## src/rtl/zap_fetch_fifo.sv

```systemverilog
// rtl/zap_fetch_fifo.sv - instruction prefetch buffer between fetch and decode
module zap_fetch_fifo #(
  parameter int DEPTH = 4
) (
  input  logic        i_clk,
  input  logic        i_reset,
  input  logic        i_clear,
  input  logic        i_stall,
  input  logic        i_valid,
  input  logic [31:0] i_instruction,
  input  logic        i_instr_abort,
  input  logic [31:0] i_pc_plus_8,
  input  logic [31:0] i_pc,
  input  logic [1:0]  i_taken,
  input  logic [32:0] i_pred,
  output logic        o_valid,
  output logic [31:0] o_instruction,
  output logic        o_instr_abort,
  output logic [31:0] o_pc_plus_8,
  output logic [31:0] o_pc,
  output logic [1:0]  o_taken,
  output logic [32:0] o_pred,
  output logic        o_stall,
  output logic        o_overflow
);

  localparam int AW = $clog2(DEPTH);
  localparam int CW = AW + 1;
  localparam int EW = 32 + 1 + 32 + 32 + 2 + 33;

  // Entry layout: {instruction, abort, pc_plus_8, pc, taken, pred}
  logic [EW-1:0] mem_q [DEPTH];

  logic [AW-1:0] wr_ptr_q, wr_ptr_d;
  logic [AW-1:0] rd_ptr_q, rd_ptr_d;
  logic [CW-1:0] count_q, count_d;
  logic          overflow_q, overflow_d;

  logic          push;
  logic          pop;
  logic          drop;
  logic [EW-1:0] wr_entry;
  logic [EW-1:0] head_entry;

  // Handshake decode: a full buffer still accepts when the head leaves this cycle
  always_comb begin
    pop      = (count_q != '0) && !i_stall;
    push     = i_valid && ((count_q < CW'(DEPTH)) || pop);
    drop     = i_valid && !push;
    wr_entry = {i_instruction, i_instr_abort, i_pc_plus_8, i_pc, i_taken, i_pred};
  end

  // Next-state for pointers, occupancy and the sticky overflow flag; flush wins over push/pop
  always_comb begin
    wr_ptr_d   = wr_ptr_q;
    rd_ptr_d   = rd_ptr_q;
    count_d    = count_q;
    overflow_d = overflow_q;
    if (i_clear) begin
      wr_ptr_d = '0;
      rd_ptr_d = '0;
      count_d  = '0;
    end else begin
      if (push) begin
        wr_ptr_d = wr_ptr_q + AW'(1);
      end
      if (pop) begin
        rd_ptr_d = rd_ptr_q + AW'(1);
      end
      case ({push, pop})
        2'b10:   count_d = count_q + CW'(1);
        2'b01:   count_d = count_q - CW'(1);
        default: count_d = count_q;
      endcase
      if (drop) begin
        overflow_d = 1'b1;
      end
    end
  end

  // Control state register with synchronous reset
  always_ff @(posedge i_clk) begin
    if (i_reset) begin
      wr_ptr_q   <= '0;
      rd_ptr_q   <= '0;
      count_q    <= '0;
      overflow_q <= 1'b0;
    end else begin
      wr_ptr_q   <= wr_ptr_d;
      rd_ptr_q   <= rd_ptr_d;
      count_q    <= count_d;
      overflow_q <= overflow_d;
    end
  end

  // Entry storage; contents are not reset, validity is tracked by count_q alone
  always_ff @(posedge i_clk) begin
    if (push && !i_clear && !i_reset) begin
      mem_q[wr_ptr_q] <= wr_entry;
    end
  end

  // Head presentation: zeros when empty so decode never sees stale entries
  always_comb begin
    head_entry = mem_q[rd_ptr_q];
    o_valid    = (count_q != '0);
    if (o_valid) begin
      {o_instruction, o_instr_abort, o_pc_plus_8, o_pc, o_taken, o_pred} = head_entry;
    end else begin
      {o_instruction, o_instr_abort, o_pc_plus_8, o_pc, o_taken, o_pred} = '0;
    end
    // Stall one slot early so the word already in flight from fetch still fits
    o_stall    = (count_q >= CW'(DEPTH - 1));
    o_overflow = overflow_q;
  end

endmodule

```

## config.mk

```make
export PLATFORM = sky130hd
export DESIGN_NAME = zap_fetch_fifo
export DESIGN_NICKNAME = d
export VERILOG_FILES = /design/src/rtl/zap_fetch_fifo.sv
export SDC_FILE = /design/constraint.sdc
export NUM_CORES = 1
export LEC_CHECK = 0
export ABC_AREA = 1
export CAP_MARGIN = 20
export CORE_MARGIN = 10
export CORE_UTILIZATION = 50
export DETAILED_ROUTE_END_ITERATION = 16
export GPL_TIMING_DRIVEN = 0
export PLACE_DENSITY = 0.74
export SLEW_MARGIN = 20
export SYNTH_ARGS = -nofsm -noshare
export SYNTH_HDL_FRONTEND = slang
export SYNTH_SLANG_ARGS = --single-unit
```

## constraint.sdc

```tcl
create_clock -name i_clk -period 11.8 [get_ports i_clk]
set_clock_uncertainty 0.2 [all_clocks]
set_input_delay 3.54 -clock i_clk [delete_from_list [all_inputs] [get_ports i_clk]]
set_output_delay 3.54 -clock i_clk [all_outputs]
set_load 0.02 [all_outputs]
```

=== After elaboration in Yosys (flattened, before gate mapping) ===
Memories as Yosys holds them, arrays and structs flattened. A register that Yosys moved wholly into a read port is not among the register bits.
Index checks and enable logic that the tools add are counted.

* Word-level logic and storage cells: 39
* Bits in registers: 8
* Memory bits (writable): 528
* Output and inout bits: 135
* Bits of input ports: 137
* Memories kept: 1

{| class="wikitable"
|+ Memories
! name !! words !! bits a word !! rd ports !! clocked after Yosys merged registers in !! write ports !! line !! RTL
|-
| mem_q || 4 || 132 || 1 || 1 || 1 || 32 || <nowiki>logic [EW-1:0] mem_q [DEPTH];</nowiki>
|}

* Bitwise operators: 1
* Equal/unequal tests: 2
* Add/sub/neg operators: 4
* Mux-type cells: 11
* Order comparisons: 2
* Reduce and logical (&&, ||, !) cells: 14

{| class="wikitable"
|+ Operators with widths
! cell !! number
|-
| 2-to-1 mux 32 bit || 3
|-
| 2-to-1 mux 33 bit || 1
|-
| 2-to-1 mux 2 bit || 3
|-
| one-hot mux 3 bit (2 select lines) || 1
|-
| logical AND 1 bit || 5
|-
| adder 2 x 1 -> 2 bit, second input constant || 2
|-
| zero test 1 bit || 4
|-
| adder 3 x 1 -> 3 bit, second input constant || 1
|-
| >= comparator 3 x 2 -> 1 bit, second input constant || 1
|-
| less-than comparator 3 bit, second input constant || 1
|-
| 2-to-1 mux 1 bit || 3
|-
| nonzero test 3 bit || 1
|-
| subtractor 3 x 1 -> 3 bit, second input constant || 1
|-
| == test 2 x 1 -> 1 bit, second input constant || 1
|-
| == test 2 bit, second input constant || 1
|-
| AND reduction 2 bit || 1
|-
| nonzero test 2 bit || 1
|-
| OR reduction 2 bit || 1
|-
| logical OR 1 bit || 1
|-
| inverter 1 bit || 1
|}

=== Depth between registers and ports, before layout ===
Gate-level depths: netlist of the first run.

* Word-level depth: 8
* Mapped depth: 14
* Gate-level depth less buffers: 13

=== Worst setup path after synthesis of the first run ===
OpenSTA, ideal clock, no wires.

* Path type: input-to-reg
* Start point: input port i_clear
* End point: memory mem_q[0][0] in the netlist's numbering, enable pin
* Arrival time: 9.549 ns
* Library setup time: 0.626 ns
* Data required time: 10.974 ns
* Buffers on the path: 0
* Path slack: 1.426 ns
* Cell stages on the path: 3
* Path through: nor2_1 nand3_1 nor2_1

* Cells in the longest elaborated chain, start to end: 5

{| class="wikitable"
|+ RTL lines
! element !! line !! RTL
|-
| from (decl) || 7 || <nowiki>input logic i_clear,</nowiki>
|-
| zero test 1 bit || 98 || <nowiki>if (push && !i_clear && !i_reset) begin</nowiki>
|-
| logical AND 1 bit (2 in a row) || 98 ||
|-
| 2-to-1 mux 1 bit || 98 ||
|-
| 2-to-1 mux 1 bit (not written as such) || 99 || <nowiki>mem_q[wr_ptr_q] <= wr_entry;</nowiki>
|-
| to (decl) || 32 ||
|}

No other way between the ends.

==> impl_results.md, run 1 <==
* Outcome: finished clean
* Seq/Total Area, Yosys at approximately 76%
* Max-cap viol count at 0
* Crit path max fanout at 10
* Gate Count Post-Synth at 1759
* Cts hold-fix bufs at 0
* Slew HR at 43.5%
* Rows at 75
* ANT nets after route at 0
* Fill cells at roughly 3000
* R2R cell count at 7
* Startpoint types: register
* Initial drt markers at 1635
* Achievable Freq at 148 MHz
* Syn nets at between 1500 and 2000
* Synth cell count leaders: nand2_1 (537), edfxtp_1 (528), nor2_1 (275), a21oi_1 (138), o21ai_0 (136)
* Worst IR Drop VDD at between 0.1 and 0.15 mV
* Chip width at about 230 um
* Routed WL per cell at roughly 20 um
* Via density at approximately 5.3
* H-tree level count at 2
* Post-CTS resize count at 0
* Clock Tree Root: clkbuf_16
* HPWL Detailed at about 36 mm
* Area delta synth->final at 26.5%
* Crit-path slowest cell: clkdlybuf4s50_1
* Total grt overflow at 0
* Slew @ Worst Pin at 847 ps
* Hold Violations, Final at 0
* CP arrival at approximately 3000 ps
* Netlist cell types at 17
* Number of remaining DRC errors at 0
* #FFs+latches synth at 538
* Number of buffers created by CTS at 52
* Crit Path Class: register to primary output
* Total GRT Usage at between 20% and 30%
* Min Tclk post-route at just under 7000 ps
* HP Start: o_overflow$_SDFFE_PP0P_
* Critical-path cell list: inv_2, buf_2, clkbuf_1, o21ai_0, a21oi_1, clkdlybuf4s50_1
* P_leak at between 9 and 10 nW
* Chip height at ~230 um
* Setup WS pre-CTS at ~4800 ps
* Area contributors post-synth: edfxtp_1 (75%), nand2_1 (9.5%), nor2_1 (4.9%)
* DR vias at between 10000 and 15000
* Avg Cell Area, Syn at between 10 and 15 sq um
* Endpoints failing setup at 0
* GPL Wtd Cong at slightly below 0.8
* Largest stage delay on the critical path at 690 ps
* Die area at about 0.051 sq mm
* Syn Std Cell Area at ~0.021 sq mm
* Setup crit end kind: primary output
* R2r startpoint: count_q[2]$_SDFFE_PP0P_
* Share of post-route cells with drive strength above 1 at between 7 and 8%
* First-pass GRT wire length at 82.5 mm
* Area share of the largest cell type after synthesis at 74.8%
* Biggest area consumer among synthesized cells: edfxtp_1
* Final #Nets at around 2300
* Largest net degree at the start of global routing at 24
* Power per cell area at 149 mW/mm^2
* Yosys warnings at 0
* Hold crit path type: register to register
* Worst hold path depth at 2
* Synth Flop Type: edfxtp_1
* I/O Buffers at roughly 270
* Async set or reset register ratio after synthesis at 0%
* Area of the core at between 0.04 and 0.05 sq mm
* Critical Path RT at ~8100 ps
* Post-layout util at roughly 64%
* Routed Wire Length at between 50 and 60 mm
* RSZ-0062 raised after global routing: false
* Initial Util at between 50% and 60%
* Final worst slack at about 5000 ps
* Num Clock Sinks at around 540
* Pins Over Slew Limit at 0
* Boundary Pins at 272
* Final Cycle Share at a little under three fifths
* Initial antenna violation count at 6
* Clk Latency, worst-skew pair at between 500 and 600 ps
* CTS max path bufs at 3
* Post-synth EDFFs at 528
* Pre-Repair DR Iteration Count at 6
* TritonCTS clock tree: built
* Setup repair bufs after CTS at 0
* Count leader, synth: nand2_1
* Reg clk slew, reported paths at around 60 ps
* Number of global-route vias before repair at around 14000
worst max-delay path, delay by kind of cell (launching register included):
| family | cells | cell delay [ps] |
|---|---|---|
| flops | 1 | 330 |
| buf+inv | 4 | 1600 |
| compound gates | 2 | 510 |
logic make-up (layout without fill, tap and decap cells):
group	Yosys count	count (layout)	share of synthesized area [%]
simple gates	818	818	14.6
compound gates	276	276	6.52
flops	538	538	75.8
other cells	0	5	0
fa+ha+maj	6	6	0.390
buf+inv	121	509	2.78
registers in the layout, summed over array words and instances (netlist names), named ones only:
register / count
mem_q: 528
rd_ptr_q: 2
o_overflow: 1
wr_ptr_q: 2
count_q: 3
cell type report:
class                           instances  area, sq um  share of cell area, %
Inverter                               20         75.1                  0.280
Antenna cell                            5         12.5                 0.0467
Timing Repair Buffer                  298         3370                   12.6
Sequential cell                       538        16100                   59.9
Buffer                                101          514                   1.92
Tap cell                              539          674                   2.52
Multi-Input combinational cell       1100         4580                   17.1
Clock buffer                           70         1390                   5.19
Clock inverter                         20          143                  0.532
where the power goes:
| part | switching (mW) | total [mW] | internal (mW) |
|---|---|---|---|
| Sequential | 0.00510 | 2.13 | 2.12 |
| Combinational | 0.207 | 0.349 | 0.142 |
| Clock | 0.663 | 1.53 | 0.863 |
worst paths after layout:
| check | endpoint | slack (ps) |
|---|---|---|
| hold reg to reg | o_overflow$_SDFFE_PP0P_ | 260 |
| hold / removal | o_overflow$_SDFFE_PP0P_ | 260 |
| setup reg to reg | mem_q[2][73]$_DFFE_PP_ | 9020 |
| setup / recovery | o_pred[5] | 5030 |
metal layers:
metal | track usage, % | routed length, um | up-vias
met5 | 0 | 17 | -
met4 | 6.62 | 1320 | 2
met3 | 4.88 | 4670 | 91
met2 | 35.8 | 27500 | 537
met1 | 26.9 | 21800 | 6863
li1 | - | - | 6767
layout by cell type, fill, tap and decap left out, drive strengths merged:
| master | n |
|---|---|
| nand3 | 5 |
| o21ai | 138 |
| nor2 | 275 |
| buf | 99 |
| clkdlybuf4s50 | 271 |
| fa | 1 |
| a21oi | 138 |
| clkbuf | 99 |
| clkinv | 17 |
| ha | 5 |
| diode | 5 |
| dfxtp | 10 |
| clkinvlp | 1 |
| nand4 | 1 |
| bufinv | 2 |
| inv | 20 |
| nand2 | 537 |
| edfxtp | 528 |
metrics by stage:
stage	area, sq um	hold WS, ps	std cells	setup TNS (ps)	power, mW
2_1_floorplan	21200	248	1759	0	2.32
3_3_place_gp	24600	241	2569	-1942140	2.51
3_5_place_dp	25300	247	2596	0	2.52
4_1_cts	26800	260	2686	0	4.03
5_1_grt	26800	283	2687	0	4.13
6_report	26800	261	2691	0	4.00
Note: power is estimated with default switching activity, not from simulation.
==> run 2: changes to the inputs <==
--- a/config.mk
+++ b/config.mk
@@ -11,7 +11,7 @@
 export CORE_UTILIZATION = 50
 export DETAILED_ROUTE_END_ITERATION = 16
 export GPL_TIMING_DRIVEN = 0
-export PLACE_DENSITY = 0.74
+export PLACE_DENSITY = 0.77
 export SLEW_MARGIN = 20
 export SYNTH_ARGS = -nofsm -noshare
 export SYNTH_HDL_FRONTEND = slang
==> constraint.sdc (replaced) <==
create_clock -name i_clk -period 5.75 [get_ports i_clk]
set_clock_uncertainty 0.2 [all_clocks]
set_input_delay 1.725 -clock i_clk [delete_from_list [all_inputs] [get_ports i_clk]]
set_output_delay 1.725 -clock i_clk [all_outputs]
set_load 0.02 [all_outputs]
==> run 2 against run 1 <==
  * Final cell count about the same
  * Critical path depth unchanged
  * Worst hold slack about the same
  * Sequential share of layout area down 0.43 points
  * First-iteration DRC count down 21%
  * Critical endpoint is now o_pc_plus_8[27]
  * Largest power group unchanged
==> impl_results.md, run 2 (same netlist as run 1, synthesis figures left out) <==
* Outcome: finished clean
* I/O Buffers at between 200 and 300
* Hold crit path type: register to register
* Number of buffers created by CTS at 53
* Area delta synth->final at 27.4%
* DR vias at approximately 14000
* Reg with most FFs: mem_q
* Final setup TNS at 0 ps
* Startpoint types: register
* Number of global-route vias before repair at between 10000 and 15000
* Largest net degree at the start of global routing at 24
* Min Tclk post-route at a little under 5000 ps
* Achievable Freq at between 200 and 250 MHz
* Crit-path slowest cell: clkdlybuf4s50_1
* Setup repair bufs after CTS at 0
* GPL Wtd Cong at about 0.77
* Top cell family by delay on the critical path: buffers and inverters
* Slew @ Worst Pin at slightly above 900 ps
* Critical Path RT at ~3800 ps
* Most frequent cells in the layout: nand2_1 (537), edfxtp_1 (528), nor2_1 (271), clkdlybuf4s50_1 (271), a21oi_1 (138)
* Clk Latency, worst-skew pair at around 590 ps
* Power per cell area at ~310 mW/mm^2
* HPWL Detailed at 36.4 mm
* TritonCTS clock tree: built
* Chip height at 226 um
* Crit path max fanout at 10
* Routed WL per cell at between 20 and 25 um
* Fill cells at 3046
* Initial antenna violation count at 10
* Setup crit end kind: primary output
* Number of remaining DRC errors at 0
* Largest registers: mem_q (528), count_q (3)
* Final Cycle Share at roughly 86%
* Largest stage delay on the critical path at between 600 and 700 ps
* CP Buf/Inv Count at 4
* Total grt overflow at 0
* Die area at slightly above 0.05 sq mm
* RSZ-0062 raised after global routing: false
* Pre-Repair DR Iteration Count at 5
* Chip width at 226 um
* ANT nets after route at 0
* H-tree level count at 2
* Commonest non-fill, non-tap cell in the layout: nand2_1
* Slew HR at a little under 40%
* Hold Violations, Final at 0
* Critical-path cell list: inv_1, clkbuf_1, buf_2, nand2_1, a21oi_1, clkdlybuf4s50_1
* Rows at 75
* Final #Nets at around 2300
* Number of flip-flops in the largest register at roughly 530
* Cell area after placement at ~0.025 sq mm
* Post-CTS resize count at 0
* Max-cap viol count at 0
* Num Clock Sinks at 538
* First-pass GRT wire length at 83.0 mm
* Final instance area at about 0.027 sq mm
* Crit Path Class: register to primary output
* Total GRT Usage at a little over a fifth
* Initial Util at between 50% and 60%
* Initial drt markers at 1296
* Worst IR Drop VDD at about 0.23 mV
* Routed Wire Length at between 50 and 60 mm
* CP arrival at 3030 ps
* Boundary Pins at 272
* Reg clk slew, reported paths at ~60 ps
* CTS max path bufs at 3
* P_leak at between 9 and 10 nW
* Area of the core at roughly 0.042 sq mm
* Pins Over Slew Limit at 0
* Clock Tree Root: clkbuf_16
* Cts hold-fix bufs at 0
* Endpoints failing setup at 0
* Via density at 5.34
* Share of post-route cells with drive strength above 1 at 8.43%
## run 2: changes by cell type in the layout (fill, tap and decap cells not counted), sizes merged
cell / delta
buf: +1
bufinv: +4
clkbuf: -6
clkinvlp: +1
inv: +1
## run 2: power by group
part           leakage (nW)  internal (mW)  total (mW)  switching, mW
Sequential             4.85           4.35        4.36         0.0106
Clock                 0.828           2.00        3.38           1.38
Combinational          4.19          0.296       0.726          0.429
## run 2: area by class of cell
type | count | area, sq um | area share (%)
antenna | 5 | 12.5 | 0.0463
clock inverter | 26 | 280 | 1.04
tap | 539 | 674 | 2.50
timing repair buffer | 299 | 3400 | 12.6
sequential | 538 | 16100 | 59.5
inverter | 20 | 75.1 | 0.278
multi-input combinational | 1100 | 4580 | 17.0
buffer | 101 | 514 | 1.90
clock buffer | 64 | 1410 | 5.22
## run 2: worst paths after layout
check	slack (ps)	cells past startpoint	end	from
setup / recovery	800	6	o_pc_plus_8[27]	register
hold / removal	260	2	o_overflow$_SDFFE_PP0P_	o_overflow$_SDFFE_PP0P_
hold reg to reg	260	2	o_overflow$_SDFFE_PP0P_	o_overflow$_SDFFE_PP0P_
setup reg to reg	3100	7	mem_q[0][71]$_DFFE_PP_	count_q[2]$_SDFFE_PP0P_
## run 2: through the flow
step                hold slack [ps]  power, mW  setup WS [ps]  util (%)  instances
finish                          261       8.47            796      64.4       2692
global route                    292       8.73            670      64.4       2690
CTS                             263       8.53            717      64.3       2687
detailed placement              254       5.17            697      60.3       2597
global placement                241       5.15          -4120      58.6       2569
floorplan                       248       4.75           -646         -       1759
## run 2: worst min-delay path, cell delays in order (launching register included)
cell,delay [ps]
dfxtp_1,310
inv_1,40
o21ai_0,60
## run 2: per-layer routing
layer | global-route usage, % | wire [um] | vias up
li1 | - | - | 6766
met1 | 26.8 | 22300 | 6976
met2 | 36.1 | 27900 | 536
met3 | 5.02 | 4570 | 87
met4 | 7.02 | 1170 | 10
met5 | 0 | 61 | -
==> run 3: changes to the inputs <==
==> constraint.sdc (replaced) <==
create_clock -name i_clk -period 5.75 [get_ports i_clk]
set_clock_uncertainty 0.2 [all_clocks]
set_input_delay 1.725 -clock i_clk [delete_from_list [all_inputs] [get_ports i_clk]]
set_output_delay 1.725 -clock i_clk [all_outputs]
set_load 0.1 [all_outputs]
==> run 3 against run 2 <==
  * Via count about the same
  * Wire length barely moved
  * Setup slack worse by 530 ps
  * Sequential power is essentially flat
  * Die area stayed put
  * Global-route usage barely moved
  * Total power up 5.5%
  * Largest cell class unchanged
  * Highest routed layer unchanged
==> impl_results.md, run 3 (same netlist as run 1, synthesis figures left out) <==
* Setup WS pre-CTS at 697 ps
* HPWL Detailed at roughly 36 mm
* Final worst slack at 269 ps
* Number of buffers created by CTS at 53
* Crit path max fanout at 10
* Worst IR Drop VDD at between 0.2 and 0.3 mV
* Hold crit path type: register to register
* CP arrival at roughly 3600 ps
* Startpoint types: register
* Design Power at a little under 9 mW
* Outcome: finished clean
* Largest net degree at the start of global routing at 24
* CTS max path bufs at 3
* Total GRT Usage at between 20% and 30%
* Area delta synth->final at 27.4%
* Slew HR at about a quarter
* Commonest non-fill, non-tap cell in the layout: nand2_1
* Chip height at about 230 um
* Placed insts at 2597
* Setup crit end kind: primary output
* Routed Wire Length at 56.0 mm
* Via density at roughly 5.3
* Pins Over Slew Limit at 0
* Initial antenna violation count at 10
* Largest stage delay on the critical path at roughly 1200 ps
* Boundary Pins at 272
* Cell area after placement at between 0.02 and 0.03 sq mm
* Crit Path Class: register to primary output
* Number of flip-flops in the largest register at approximately 530
* GPL Wtd Cong at roughly 0.77
* DR vias at around 14000
* Crit-path slowest cell: clkdlybuf4s50_1
* Clock Tree Root: clkbuf_16
* Final std cells w/o fill at approximately 2700
* Routed WL per cell at roughly 21 um
* Initial drt markers at approximately 1300
* Final setup TNS at 0 ps
* Final Cycle Share at about 95%
* Final instance area at between 0.02 and 0.03 sq mm
* ANT nets after route at 0
* Most frequent cells in the layout: nand2_1 (537), edfxtp_1 (528), nor2_1 (271), clkdlybuf4s50_1 (271), a21oi_1 (138)
* Num Clock Sinks at 538
* Achievable Freq at roughly 180 MHz
* H-tree level count at 2
* Post-CTS resize count at 0
* Share of post-route cells with drive strength above 1 at around 8.4%
* First-pass GRT wire length at ~83 mm
* Fill cells at just over 3000
* Total grt overflow at 0
* Number of remaining DRC errors at 0
* TritonCTS clock tree: built
* Number of global-route vias before repair at 14100
* Slew @ Worst Pin at about 1100 ps
* RSZ-0062 raised after global routing: false
* Area of the core at around 0.042 sq mm
* Chip width at 226 um
* Largest registers: mem_q (528), count_q (3)
* Post-layout util at around 64%
* CP Buf/Inv Count at 4
* P_leak at roughly 9.9 nW
* Reg clk slew, reported paths at ~60 ps
* Max-cap viol count at 0
* I/O Buffers at 271
* Final #Nets at 2256
* Cts hold-fix bufs at 0
* Power per cell area at approximately 330 mW/mm^2
* Initial Util at between 50% and 60%
* Die area at 0.0510 sq mm
* Critical-path cell list: inv_1, clkbuf_1, buf_2, nand2_1, a21oi_1, clkdlybuf4s50_1
* Min Hold Slack at approximately 260 ps
* Clk Latency, worst-skew pair at around 590 ps
* Critical Path RT at 3830 ps
* Rows at 75
* Hold Violations, Final at 0
* Reg with most FFs: mem_q
* Top cell family by delay on the critical path: buffers and inverters
* Min Tclk post-route at ~5500 ps
* Setup repair bufs after CTS at 0
* Pre-Repair DR Iteration Count at 6
* Endpoints failing setup at 0
==> run 3: cell counts in the layout (fill, tap and decap cells not counted) <==
No cell type changed its count.
==> run 3: worst min-delay path, cell delays in order, from the launching register on <==
cell and delay [ps]:
dfxtp_1 310, inv_1 40, o21ai_0 60
==> run 3: final cells by class <==
| type | instances | area, sq um | share of cell area [%] |
|---|---|---|---|
| Sequential cell | 538 | 16100 | 59.5 |
| Multi-Input combinational cell | 1100 | 4580 | 17.0 |
| Timing Repair Buffer | 299 | 3400 | 12.6 |
| Clock buffer | 64 | 1410 | 5.22 |
| Tap cell | 539 | 674 | 2.50 |
| Buffer | 101 | 514 | 1.90 |
| Clock inverter | 26 | 280 | 1.04 |
| Inverter | 20 | 75.1 | 0.278 |
| Antenna cell | 5 | 12.5 | 0.0463 |
==> run 3: per-layer routing <==
layer  track usage, %  up-vias  part of all wire, %
li1                 -     6769                    -
met1             26.8     6985                   40
met2             36.1      523                   50
met3             5.02       78                  8.2
met4             6.91       10                  2.0
met5                0        -                 0.11
==> run 3: report_power, final <==
group	total (mW)	internal, mW	switching (mW)
clock	3.38	2.00	1.38
sequential	4.36	4.35	0.0105
combinational	1.19	0.294	0.901
==> run 3: worst paths after layout <==
path,from,end,slack [ps],cells after the start
worst max register to register,count_q[2]$_SDFFE_PP0P_,mem_q[0][71]$_DFFE_PP_,3110,7
worst max-delay path,register,o_pc_plus_8[27],270,6
worst min-delay path,o_overflow$_SDFFE_PP0P_,o_overflow$_SDFFE_PP0P_,260,2
worst min register to register,o_overflow$_SDFFE_PP0P_,o_overflow$_SDFFE_PP0P_,260,2
